--- config.mk ---
export PLATFORM = sky130hd
export DESIGN_NAME = tl_a_credit_scheduler
export DESIGN_NICKNAME = d
export VERILOG_FILES = /design/src/rtl/tl_a_credit_scheduler.sv
export SDC_FILE = /design/constraint.sdc
export NUM_CORES = 1
export LEC_CHECK = 0
export CAP_MARGIN = 20
export CORE_ASPECT_RATIO = 0.9
export CORE_MARGIN = 10
export CORE_UTILIZATION = 37
export CTS_CLUSTER_SIZE = 14
export DETAILED_ROUTE_END_ITERATION = 12
export HOLD_SLACK_MARGIN = 0.02
export PLACE_DENSITY = 0.83
export SYNTH_ARGS = -nofsm -noshare
export SYNTH_HDL_FRONTEND = slang
export SYNTH_SLANG_ARGS = --single-unit
--- constraint.sdc ---
create_clock -name clk -period 3.8 [get_ports clk]
set_input_delay 0.76 -clock clk [delete_from_list [all_inputs] [get_ports clk]]
set_output_delay 0.76 -clock clk [all_outputs]
set_load 0.005 [all_outputs]
--- src/rtl/tl_a_credit_scheduler.sv ---
// -----------------------------------------------------------------------------
// tl_a_credit_scheduler
// Channel-A scheduler for three TileLink-UL masters feeding one shared port.
// Masters are picked round-robin, and only when they have credit left. The
// winner is held in a one-entry output slot, and its master index is stamped
// onto a_source_out. Outstanding requests per master are tracked by watching
// the Channel-D handshake.
//
// Optional feature macro: TL_A_SCHED_TIMEOUT_EN
//   Adds a per-master response watchdog. When the macro is undefined,
//   timeout_err is tied to zero.
//
// Ports
//   clk, reset_n         clock, asynchronous active-low reset
//   a_valid / a_ready    per-master request handshake (a_ready is combinational)
//   a_opcode..a_data     packed per-master payload; master i owns slice i
//   a_valid_out          slot valid toward the crossbar
//   a_ready_out          crossbar accept
//   a_*_out              registered payload of the granted request
//   a_source_out         index of the granted master
//   d_valid_in, d_ready_in, d_source_in   observed Channel-D handshake
//   outst_cnt            per-master outstanding count, 3 bits each
//   unexp_d_err          sticky: response arrived for a master with count 0
//   timeout_err          sticky per-master watchdog flag
// -----------------------------------------------------------------------------
module tl_a_credit_scheduler #(
   parameter int unsigned ADDR_WIDTH     = 32,
   parameter int unsigned DATA_WIDTH     = 32,
   parameter int unsigned MASK_WIDTH     = DATA_WIDTH / 8,
   parameter int unsigned SIZE_WIDTH     = 3,
   parameter int unsigned SRC_WIDTH      = 2,
   parameter int unsigned OPCODE_WIDTH   = 3,
   parameter int unsigned PARAM_WIDTH    = 3,
   parameter int unsigned MAX_OUTST      = 4,
   parameter int unsigned TIMEOUT_CYCLES = 1024
) (
   input  logic                      clk,
   input  logic                      reset_n,
   input  logic [2:0]                a_valid,
   output logic [2:0]                a_ready,
   input  logic [3*OPCODE_WIDTH-1:0] a_opcode,
   input  logic [3*PARAM_WIDTH-1:0]  a_param,
   input  logic [3*SIZE_WIDTH-1:0]   a_size,
   input  logic [3*ADDR_WIDTH-1:0]   a_address,
   input  logic [3*MASK_WIDTH-1:0]   a_mask,
   input  logic [3*DATA_WIDTH-1:0]   a_data,
   output logic                      a_valid_out,
   input  logic                      a_ready_out,
   output logic [OPCODE_WIDTH-1:0]   a_opcode_out,
   output logic [PARAM_WIDTH-1:0]    a_param_out,
   output logic [SIZE_WIDTH-1:0]     a_size_out,
   output logic [ADDR_WIDTH-1:0]     a_address_out,
   output logic [MASK_WIDTH-1:0]     a_mask_out,
   output logic [DATA_WIDTH-1:0]     a_data_out,
   output logic [SRC_WIDTH-1:0]      a_source_out,
   input  logic                      d_valid_in,
   input  logic                      d_ready_in,
   input  logic [SRC_WIDTH-1:0]      d_source_in,
   output logic [8:0]                outst_cnt,
   output logic                      unexp_d_err,
   output logic [2:0]                timeout_err
);

   localparam int unsigned N_MST = 3;
   localparam int unsigned CNT_W = 3;

   // Reject configurations the 3-bit counters or the watchdog cannot represent.
   if (MAX_OUTST < 1 || MAX_OUTST > 7) begin : g_bad_max_outst
      $error("MAX_OUTST must be within 1..7");
   end
   if (TIMEOUT_CYCLES < 2) begin : g_bad_timeout
      $error("TIMEOUT_CYCLES must be at least 2");
   end

   typedef enum logic {
      S_EMPTY = 1'b0,
      S_FULL  = 1'b1
   } state_t;

   state_t                          r_state;
   state_t                          w_state_nxt;
   logic                            w_load_en;
   logic [1:0]                      r_ptr;
   logic [1:0]                      w_sel;
   logic [1:0]                      w_idx;
   logic                            w_sel_valid;
   logic [N_MST-1:0]                w_elig;
   logic [N_MST-1:0]                w_inc;
   logic [N_MST-1:0]                w_dec;
   logic                            w_accept;
   logic                            w_unexp;
   logic [N_MST-1:0][CNT_W-1:0]     r_cnt;
   logic [N_MST-1:0][CNT_W-1:0]     w_cnt_nxt;
   logic                            r_unexp;

   logic [OPCODE_WIDTH-1:0]         w_pl_opcode, r_opcode;
   logic [PARAM_WIDTH-1:0]          w_pl_param,  r_param;
   logic [SIZE_WIDTH-1:0]           w_pl_size,   r_size;
   logic [ADDR_WIDTH-1:0]           w_pl_addr,   r_addr;
   logic [MASK_WIDTH-1:0]           w_pl_mask,   r_mask;
   logic [DATA_WIDTH-1:0]           w_pl_data,   r_data;
   logic [SRC_WIDTH-1:0]            r_source;

   // Eligibility uses the registered count only, so a response arriving in the
   // same cycle does not free a credit until the next cycle.
   always_comb begin
      w_elig = '0;
      for (int unsigned i = 0; i < N_MST; i++) begin
         w_elig[i] = a_valid[i] && (r_cnt[i] < CNT_W'(MAX_OUTST));
      end
   end

   // Round-robin search starting at the master just after the last winner.
   always_comb begin
      w_sel_valid = 1'b0;
      w_sel       = '0;
      w_idx       = '0;
      for (int unsigned k = 1; k <= N_MST; k++) begin
         w_idx = 2'((32'(r_ptr) + k) % N_MST);
         if (!w_sel_valid && w_elig[w_idx]) begin
            w_sel_valid = 1'b1;
            w_sel       = w_idx;
         end
      end
   end

   // Slot state register.
   always_ff @(posedge clk or negedge reset_n) begin
      if (!reset_n) begin
         r_state <= S_EMPTY;
      end else begin
         r_state <= w_state_nxt;
      end
   end

   // Slot next state and load enable; a draining slot can reload in the same cycle.
   always_comb begin
      w_state_nxt = r_state;
      w_load_en   = 1'b0;
      case (r_state)
         S_EMPTY: w_load_en = 1'b1;
         S_FULL:  w_load_en = a_ready_out;
         default: w_load_en = 1'b0;
      endcase
      if (w_load_en) begin
         w_state_nxt = w_sel_valid ? S_FULL : S_EMPTY;
      end
   end

   // One-hot grant. It is held low while reset is asserted.
   always_comb begin
      a_ready = '0;
      if (reset_n && w_load_en && w_sel_valid) begin
         a_ready[w_sel] = 1'b1;
      end
   end

   assign w_accept = |(a_ready & a_valid);

   // Select the winning master's payload slice.
   always_comb begin
      w_pl_opcode = '0;
      w_pl_param  = '0;
      w_pl_size   = '0;
      w_pl_addr   = '0;
      w_pl_mask   = '0;
      w_pl_data   = '0;
      for (int unsigned i = 0; i < N_MST; i++) begin
         if (w_sel == 2'(i)) begin
            w_pl_opcode = a_opcode [i*OPCODE_WIDTH +: OPCODE_WIDTH];
            w_pl_param  = a_param  [i*PARAM_WIDTH  +: PARAM_WIDTH];
            w_pl_size   = a_size   [i*SIZE_WIDTH   +: SIZE_WIDTH];
            w_pl_addr   = a_address[i*ADDR_WIDTH   +: ADDR_WIDTH];
            w_pl_mask   = a_mask   [i*MASK_WIDTH   +: MASK_WIDTH];
            w_pl_data   = a_data   [i*DATA_WIDTH   +: DATA_WIDTH];
         end
      end
   end

   // Output slot payload, source stamp and round-robin pointer.
   always_ff @(posedge clk or negedge reset_n) begin
      if (!reset_n) begin
         r_opcode <= '0;
         r_param  <= '0;
         r_size   <= '0;
         r_addr   <= '0;
         r_mask   <= '0;
         r_data   <= '0;
         r_source <= '0;
         r_ptr    <= 2'd2;
      end else if (w_accept) begin
         r_opcode <= w_pl_opcode;
         r_param  <= w_pl_param;
         r_size   <= w_pl_size;
         r_addr   <= w_pl_addr;
         r_mask   <= w_pl_mask;
         r_data   <= w_pl_data;
         r_source <= SRC_WIDTH'(w_sel);
         r_ptr    <= w_sel;
      end
   end

   // Credit bookkeeping. A D source of 3 or more matches no master.
   always_comb begin
      w_inc     = '0;
      w_dec     = '0;
      w_cnt_nxt = r_cnt;
      w_unexp   = 1'b0;
      for (int unsigned i = 0; i < N_MST; i++) begin
         w_inc[i] = a_valid[i] && a_ready[i];
         w_dec[i] = d_valid_in && d_ready_in && (d_source_in == SRC_WIDTH'(i));
         if (w_inc[i] && !w_dec[i]) begin
            w_cnt_nxt[i] = r_cnt[i] + CNT_W'(1);
         end else if (w_dec[i] && !w_inc[i] && (r_cnt[i] != '0)) begin
            w_cnt_nxt[i] = r_cnt[i] - CNT_W'(1);
         end
         if (w_dec[i] && (r_cnt[i] == '0)) begin
            w_unexp = 1'b1;
         end
      end
   end

   always_ff @(posedge clk or negedge reset_n) begin
      if (!reset_n) begin
         r_cnt   <= '0;
         r_unexp <= 1'b0;
      end else begin
         r_cnt <= w_cnt_nxt;
         if (w_unexp) begin
            r_unexp <= 1'b1;
         end
      end
   end

`ifdef TL_A_SCHED_TIMEOUT_EN
   localparam int unsigned WD_W = $clog2(TIMEOUT_CYCLES) + 1;

   logic [N_MST-1:0][WD_W-1:0] r_wd;
   logic [N_MST-1:0]           r_timeout;

   // Watchdog: counts cycles with requests outstanding and no response.
   // It saturates at the limit because the flag is already sticky.
   always_ff @(posedge clk or negedge reset_n) begin
      if (!reset_n) begin
         r_wd      <= '0;
         r_timeout <= '0;
      end else begin
         for (int unsigned i = 0; i < N_MST; i++) begin
            if ((r_cnt[i] == '0) || w_dec[i]) begin
               r_wd[i] <= '0;
            end else if (r_wd[i] != WD_W'(TIMEOUT_CYCLES - 1)) begin
               r_wd[i] <= r_wd[i] + WD_W'(1);
            end
            if (r_wd[i] == WD_W'(TIMEOUT_CYCLES - 1)) begin
               r_timeout[i] <= 1'b1;
            end
         end
      end
   end

   assign timeout_err = r_timeout;
`else
   assign timeout_err = '0;
`endif

   assign a_valid_out   = (r_state == S_FULL);
   assign a_opcode_out  = r_opcode;
   assign a_param_out   = r_param;
   assign a_size_out    = r_size;
   assign a_address_out = r_addr;
   assign a_mask_out    = r_mask;
   assign a_data_out    = r_data;
   assign a_source_out  = r_source;
   assign outst_cnt     = r_cnt;
   assign unexp_d_err   = r_unexp;

endmodule

==> out/qor.csv <==
stage,metric,value,unit
power,power.leakage,3.54,nW
setup_path,slowest_stage,clkdlybuf4s50_1,
power,p_comb_share,57.5,%
global_route,overflow,0,
detailed_routing,routed_wl,23.3,mm
yosys,yosys.area.top_type_share,42.1,%
hold_path,min_path_cells,2,
setup_path,cp_slowest_stage_delay,560,ps
floorplan,initial_core_util,37.9,%
setup_path,cp-end-kind,primary output,
yosys,syn_inst,578,
clock_tree,cts_buffer_depth,2,
setup_path,cp.depth,7,
detailed_routing,post_drt_wl_per_cell,21.4,um
setup_path,cp_num_buf_inv,2,
flow_run,cap_viol_max_count,0,
power,intPower,0.00387,W
final_layout,drive_above_1_share,5.92,%
setup_path,crit_chain,"inv_1, ha_2, nor4bb_1, nor4_2, nand4_1, a211oi_4, clkdlybuf4s50_1",
clock_tree,cts_tree,yes,
yosys,syn_area,5350,um2
sta,maxClockFrequency,277,MHz
setup_path,critical_path_class,register to primary output,
global_route,grt_usage,22.6,%
sta,final.setup.tns,0,ps
hold_path,min_path_type,register to register,
final_layout,n_fill_cell,1152,
sta,grt_setup_unrepaired,false,
outcome,run_status,completed,
final_layout,n_antenna_cell,0,
floorplan,rows,41,
yosys,yosysUniqueCellTypes,62,
yosys,ys_warn_count,0,
final_layout,final_common_cell,clkdlybuf4s50_1,
setup_path,path_delay_family,simple AND/OR/NAND/NOR gates,
floorplan,die_w,147,um
placed_design,dpl.hpwl,18.1,mm
clock_tree,hold_buffers,0,
sta,finalCritPeriodShare,95.1,%
detailed_routing,drt-initial-drc-count,386,
detailed_routing,drc,0,
final_layout,finalNonFillerCells,1088,
placed_design,io_buffers,333,
global_route,grt_pass1_wl,35.4,mm
power,pwr-share-seq,27.6,%
sta,fin_crit,3620,ps
placed_design,dp_cells,1072,
yosys,ys_top_cells_by_area,"dfrtp_1, mux2i_1, nand2_1, o21ai_0, o211ai_1",
sta,finalSetupViolCount,0,
detailed_routing,first_pass_iters,6,
sta,worst_slew_pin_slew,1030,ps
final_layout,syn2layout_area_growth,70.9,%
setup_path,reg2reg_depth,12,
setup_path,required,3040,ps
detailed_routing,vias,5845,
placed_design,gp_congestion,0.896,
final_layout,final_nets,1137,
sta,finalHoldViolCount,0,
clock_tree,clock-sinks,91,
power,p_switching,0.00251,W
power,ir_worst_vdd,0.000429,V
yosys,avgSynthCellArea,9.26,um2
yosys,yosysTopAreaCell,dfrtp_1,
setup_path,crit_arrival,2860,ps
power,p_clk_share,15.0,%
yosys,async_flop_share,100,%
setup_path,cp-start-kind,register,
power,p_sw_share,39.3,%
detailed_routing,ant_nets,0,
clock_tree,cts_root_buffer,clkbuf_16,
floorplan,pin_count,337,
setup_path,worstPathMaxFanout,16,
final_layout,final_cell_mix,"clkdlybuf4s50_1, dfrtp_1, nand2_1, o21ai_0, nand3_1",
yosys,synth_flop_cell,dfrtp_1,
yosys,seq_area_frac_synth,42.6,%
global_route,antenna_found_initial,1,
global_route,grt_pass1_vias,5838,
clock_tree,htreeDepth,3,
detailed_routing,viasPerCell,5.37,
yosys,yosys_register_bits,91,
clock_tree,cts_inserted_buffers,9,
sta,maxSlewViolCount,0,
clock_tree,path_clk_slew,70,ps
clock_tree,clk-insertion-delay-late,350,ps
yosys,synth_edf_count,0,
power,power_density,697,nW/um2
floorplan,core_area,14100,um2
floorplan,fp.dieH,134,um
sta,clock-skew-final,9.50,ps
sta,slew_headroom,31.5,%
global_route,grt_max_degree,70,
floorplan,die_area,19700,um2
==> metal layers <==
| metal | vias to the layer above | GRT usage [%] | share of wire [%] |
|---|---|---|---|
| met2 | 261 | 38.1 | 50 |
| met1 | 2780 | 27.3 | 39 |
| met4 | 2 | 5.78 | 1.6 |
| li1 | 2775 | - | - |
| met3 | 27 | 7.33 | 9.4 |
| met5 | - | 0 | 0.086 |
==> worst reg2reg max path: stages, from the launching register on <==
cell and delay, ps:
dfrtp_1 400, inv_1 80, ha_2 480, nor4bb_1 110, nor4_2 350, buf_4 180, nand2_1 60, buf_4 200
a211oi_1 370, inv_1 160, fa_1 530, o21ai_0 90, o22ai_1 160
==> power groups by stage <==
stage | Combinational, W | Sequential, W | Clock, W
after floorplan | 0.00190 | 0.00176 | 0
after global placement | 0.00362 | 0.00175 | 0
final | 0.00366 | 0.00176 | 0.000954
after CTS | 0.00370 | 0.00175 | 0.000973
after detailed placement | 0.00369 | 0.00176 | 0
after global routing | 0.00401 | 0.00183 | 0.00102
==> area by class of cell <==
cell class                 instances  area [um2]  area share [%]
timing repair buffer             352        3520            38.5
clock buffer                      12         256            2.80
multi-input combinational        431        2770            30.3
sequential                        91        2280            24.9
inverter                           5        18.8           0.205
clock inverter                     4        56.3           0.616
tap                              193         241            2.64
==> metrics by stage <==
stage	total power (W)	worst slack, ps	util, %	instance area, um2	hold WS, ps
2_1_floorplan	0.00365	685	-	5360	464
3_3_place_gp	0.00537	252	62.6	8830	460
3_5_place_dp	0.00546	186	62.6	8830	459
4_1_cts	0.00642	80.2	64.8	9140	477
5_1_grt	0.00685	6.36	64.8	9150	495
6_report	0.00637	185	64.8	9150	479
==> flip-flops by register name (all words and copies together) (netlist names) <==
name           flops
a_address_out     32
a_data_out        32
a_mask_out         4
a_opcode_out       3
a_param_out        3
a_size_out         3
a_source_out       1
a_valid_out        1
outst_cnt          9
r_ptr              2
unexp_d_err        1
==> repair_timing <==
item | CTS | global route
resized for setup | 0 | 2
setup endpoints to repair | 0 | 2
setup buffers | 0 | 0
==> worst paths after layout <==
kind | start | end | slack (ps)
min reg2reg | a_address_out[19] | a_address_out[19] | 480
max | r_ptr[0] | a_ready[0] | 180
max reg2reg | r_ptr[0] | outst_cnt[7] | 560
min | a_address_out[19] | a_address_out[19] | 480
min in group asynchronous | reset_n | outst_cnt[0] | 530
max in group asynchronous | reset_n | a_address_out[29] | 2190
==> kinds of logic (layout without fill, tap and decap cells) <==
logic type	count (synthesis)	in the layout	share of synthesized area, %
DFF	91	91	42.6
and+or+nand+nor	190	190	17.5
buffers and inverters	58	373	6.19
other	1	3	0.0701
AOI/OAI and AO/OA	191	191	24.1
adders and majority gates	6	6	1.82
xor gates and xnor gates	2	2	0.327
muxes	39	39	7.34
==> synthesized netlist by cell type, drive strengths merged, types with 3 or more instances <==
library cell,instances
a211oi,15
a21boi,9
a21oi,9
a222oi,21
a31oi,3
and2,4
and3,5
buf,38
clkbuf,15
dfrtp,90
fa,3
ha,3
inv,5
mux2i,37
nand2,91
nand2b,7
nand3,39
nor2,16
nor2b,3
nor3b,4
nor4,4
nor4bb,3
o211ai,37
o21ai,72
o22ai,12
or3,3
Note: power is estimated with default switching activity, not from simulation.
==> RTL edit 1, RTL diff (config.mk and constraints unchanged) <==
Register the output `outst_cnt` once more, with the module's reset; this adds one clock of latency there. The other outputs are not delayed to match.
--- a/src/rtl/tl_a_credit_scheduler.sv
+++ b/src/rtl/tl_a_credit_scheduler.sv
@@ -271,7 +271,13 @@
    assign a_mask_out    = r_mask;
    assign a_data_out    = r_data;
    assign a_source_out  = r_source;
-   assign outst_cnt     = r_cnt;
+   always_ff @(posedge clk or negedge reset_n) begin
+      if (!reset_n) begin
+         outst_cnt <= '0;
+      end else begin
+         outst_cnt <= r_cnt;
+      end
+   end
    assign unexp_d_err   = r_unexp;
 
 endmodule
Formal check against the unedited RTL: not equivalent (Yosys sat finds a counterexample within 4 cycles, from zero or initial values and one cycle with reset_n low).
==> RTL edit 1 against the unedited design <==
- power is 0.47% higher
- count of clock-buffer cells in the layout down 1
- setup slack got worse by 0.022 ns
- via count grew 0.46%
- core utilization decreased by 0.069 points
- synthesized area rose by 2.5%
- cell area rose by 3.4%
- sequential cell count rose by 9
- critical path depth up 1
- highest routed layer is now met4
- largest power group unchanged
- routed wire length decreased by 4.0%
==> RTL edit 1: results <==
setup_path:
  max_stage_delay_ns: 0.52
  cp-startpoint: "a_valid[2]"
  r2r_setup_slack_ns: 0.40
  r2r_end: "r_cnt[2]"
  arrival_ns: 2.88
  path_delay_family: "buffers and inverters"
  r2r_cells: 11
  r2r_start: "r_ptr[1]"
global_route:
  met2_usage_pct: 35.53
  grt_pass1_wl_um: 33840
  grt_max_degree: 66
  globalRouteMet3Util_pct: 8.818
  antenna_found_initial: 0
cells_and_area:
  layoutNonFillerInstCount: 1112
  nets: 1156
  layout-drive-gt1-share_pct: 7.440
placed_design:
  placed_area_mm2: 0.009141
  dp_hpwl_um: 17660
  place_ws_ns: 0.00001688
  gp_congestion: 0.8727
pwr:
  combPwrFrac_pct: 56.6
  peakVddDrop_mv: 0.4080
  p_leak_nw: 3.817
  clkPwrFrac_pct: 13.7
detailed_routing:
  met3_length_um: 2389
  dr.max_layer_used: "met4"
  wl_met2_um: 10920
  drt_iter0_markers: 461
  num_vias: 5872
  wl_met1_um: 8793
sta:
  fmax_mhz: 274.9
  worst_slew_pin_slew_ns: 0.6577
outcome:
  status: "finished, final reports clean"
cts:
  cts_resized: 1
synth:
  synth_commonest_cells: "nand2_1 (110), dfrtp_1 (99), o21ai_0 (53)"
  yosysSeqAreaShare_pct: 45.63
min_path:
  hold_class: "in2async"
[RTL edit 1: cell count changes after synthesis, sizes merged, moves of 4 or more]
cell | before | now
buf | 38 | 17
nor3 | 1 | 5
a21boi | 9 | 1
o21ai | 72 | 56
a222oi | 21 | 26
nand2 | 91 | 111
clkbuf | 15 | 34
and3 | 5 | 10
o22ai | 12 | 6
dfrtp | 90 | 99
a211oi | 15 | 3
[RTL edit 1: kinds of logic after synthesis]
| family | synth area share (%) |
|---|---|
| compound gates | 21.12 |
| xor+xnor | 0.1597 |
| fa+ha+maj | 1.779 |
| buf+inv | 5.108 |
| flops | 45.63 |
| mux | 7.708 |
| other cells | 0.06835 |
| simple gates | 18.43 |
[RTL edit 1: layout make-up]
cell class	instances	area [µm²]
repair buffers	364	3628
multi-input cells	428	2781
clock buffers	11	232.7
flip-flops and latches	100	2504
clock inverters	5	46.29
well taps	198	247.7
inverters	6	22.52
fillers	1206	5146
==> RTL edit 2, RTL diff (config.mk and constraints unchanged) <==
Made on the original files. The option `TL_A_SCHED_TIMEOUT_EN` is turned on by a define.
--- a/src/rtl/tl_a_credit_scheduler.sv
+++ b/src/rtl/tl_a_credit_scheduler.sv
@@ -23,6 +23,8 @@
 //   unexp_d_err          sticky: response arrived for a master with count 0
 //   timeout_err          sticky per-master watchdog flag
 // -----------------------------------------------------------------------------
+`define TL_A_SCHED_TIMEOUT_EN
+
 module tl_a_credit_scheduler #(
    parameter int unsigned ADDR_WIDTH     = 32,
    parameter int unsigned DATA_WIDTH     = 32,
Function: no difference found for any inputs over 4 cycles, from zero or initial values and one cycle with reset_n low; that may be too few to reach the edited logic, so the function may still have changed.
==> RTL edit 2 against the unedited design <==
- sequential cell count up 36
- via count up 24%
- clock skew down 0.00068 ns
- synthesized area up 32%
- power up 28%
- die area up 27%
- routed wire length up 18%
- highest routed layer unchanged
- setup slack worse by 0.089 ns
- cell area up 24%
- count of clock-buffer cells in the layout up 6
==> RTL edit 2: results <==
outcome:
  status: "finished, final reports clean"
synth:
  yosysSeqAreaShare_pct: 45.04
  synth.area.top_cells: "dfrtp_1 (45%), a211oi_1 (8.1%), o21ai_0 (7.9%)"
  synthAdderAreaFrac_pct: 1.914
  synth-xor-area-share_pct: 3.102
global_route:
  grtUsageTotal_pct: 21.04
  met2_usage_pct: 37.46
  grtUsageMet1_pct: 22.85
  grt_pass1_wl_um: 42440
  globalRouteMet3Util_pct: 8.394
setup_path:
  cp-endpoint: "a_ready[1]"
  cp-startpoint: "a_valid[1]"
  r2r_cells: 11
  arrival_ns: 2.94
  path_delay_family: "buffers and inverters"
  r2r_setup_slack_ns: 0.62
placed_design:
  io_buffers: 336
  dp_hpwl_um: 19990
detailed_routing:
  met3_length_um: 2038
  first_pass_iters: 5
  wl_um: 27370
  num_vias: 7225
cts:
  htreeDepth: 4
  numCtsBuffers: 17
sta:
  hold_ws_ns: 0.2049
  worst_slew_pin_slew_ns: 0.7455
pwr:
  p_leak_nw: 4.775
## RTL edit 2: power by group
group | internal (W) | switching [W]
clock network | 0.00126 | 0.000648
registers | 0.00191 | 0.000379
logic | 0.00195 | 0.00200
total | 0.00512 | 0.00303
## RTL edit 2: repair_timing
| action | 4_1_cts | 5_1_grt |
|---|---|---|
| endpoints found under the hold margin | 0 | 0 |
| gates resized for setup | 0 | 5 |
| setup buffers | 0 | 1 |
| setup endpoints to repair | 0 | 2 |
## RTL edit 2: area by class of cell
| class | count | area, µm² | area share [%] |
|---|---|---|---|
| inverters | 12 | 45.04 | 0.3968 |
| repair buffers | 353 | 3517 | 30.98 |
| clock buffers | 18 | 439.2 | 3.869 |
| clock inverters | 14 | 252.7 | 2.226 |
| flip-flops and latches | 127 | 3179 | 28.01 |
| well taps | 245 | 306.5 | 2.700 |
| multi-input cells | 594 | 3612 | 31.82 |
## RTL edit 2: cell families after synthesis
family,after synthesis
xor+xnor,25
fa+ha+maj,9
mux,10
compound gates,272
simple gates,278
flops,127
buf+inv,75
## RTL edit 2: per-stage QoR
stage | total power, W | cell area, µm² | setup WS, ns | utilization, % | std cells
global placement | 0.006148 | 10630 | 0.1970 | 57.21 | 1330
global route | 0.008732 | 11350 | 0.0006732 | 61.09 | 1363
floorplan | 0.004242 | 7059 | 0.7525 | - | 796
detailed placement | 0.006244 | 10630 | 0.1156 | 57.21 | 1330
finish | 0.008144 | 11350 | 0.09531 | 61.09 | 1363
CTS | 0.008199 | 11320 | 0.07071 | 60.93 | 1362
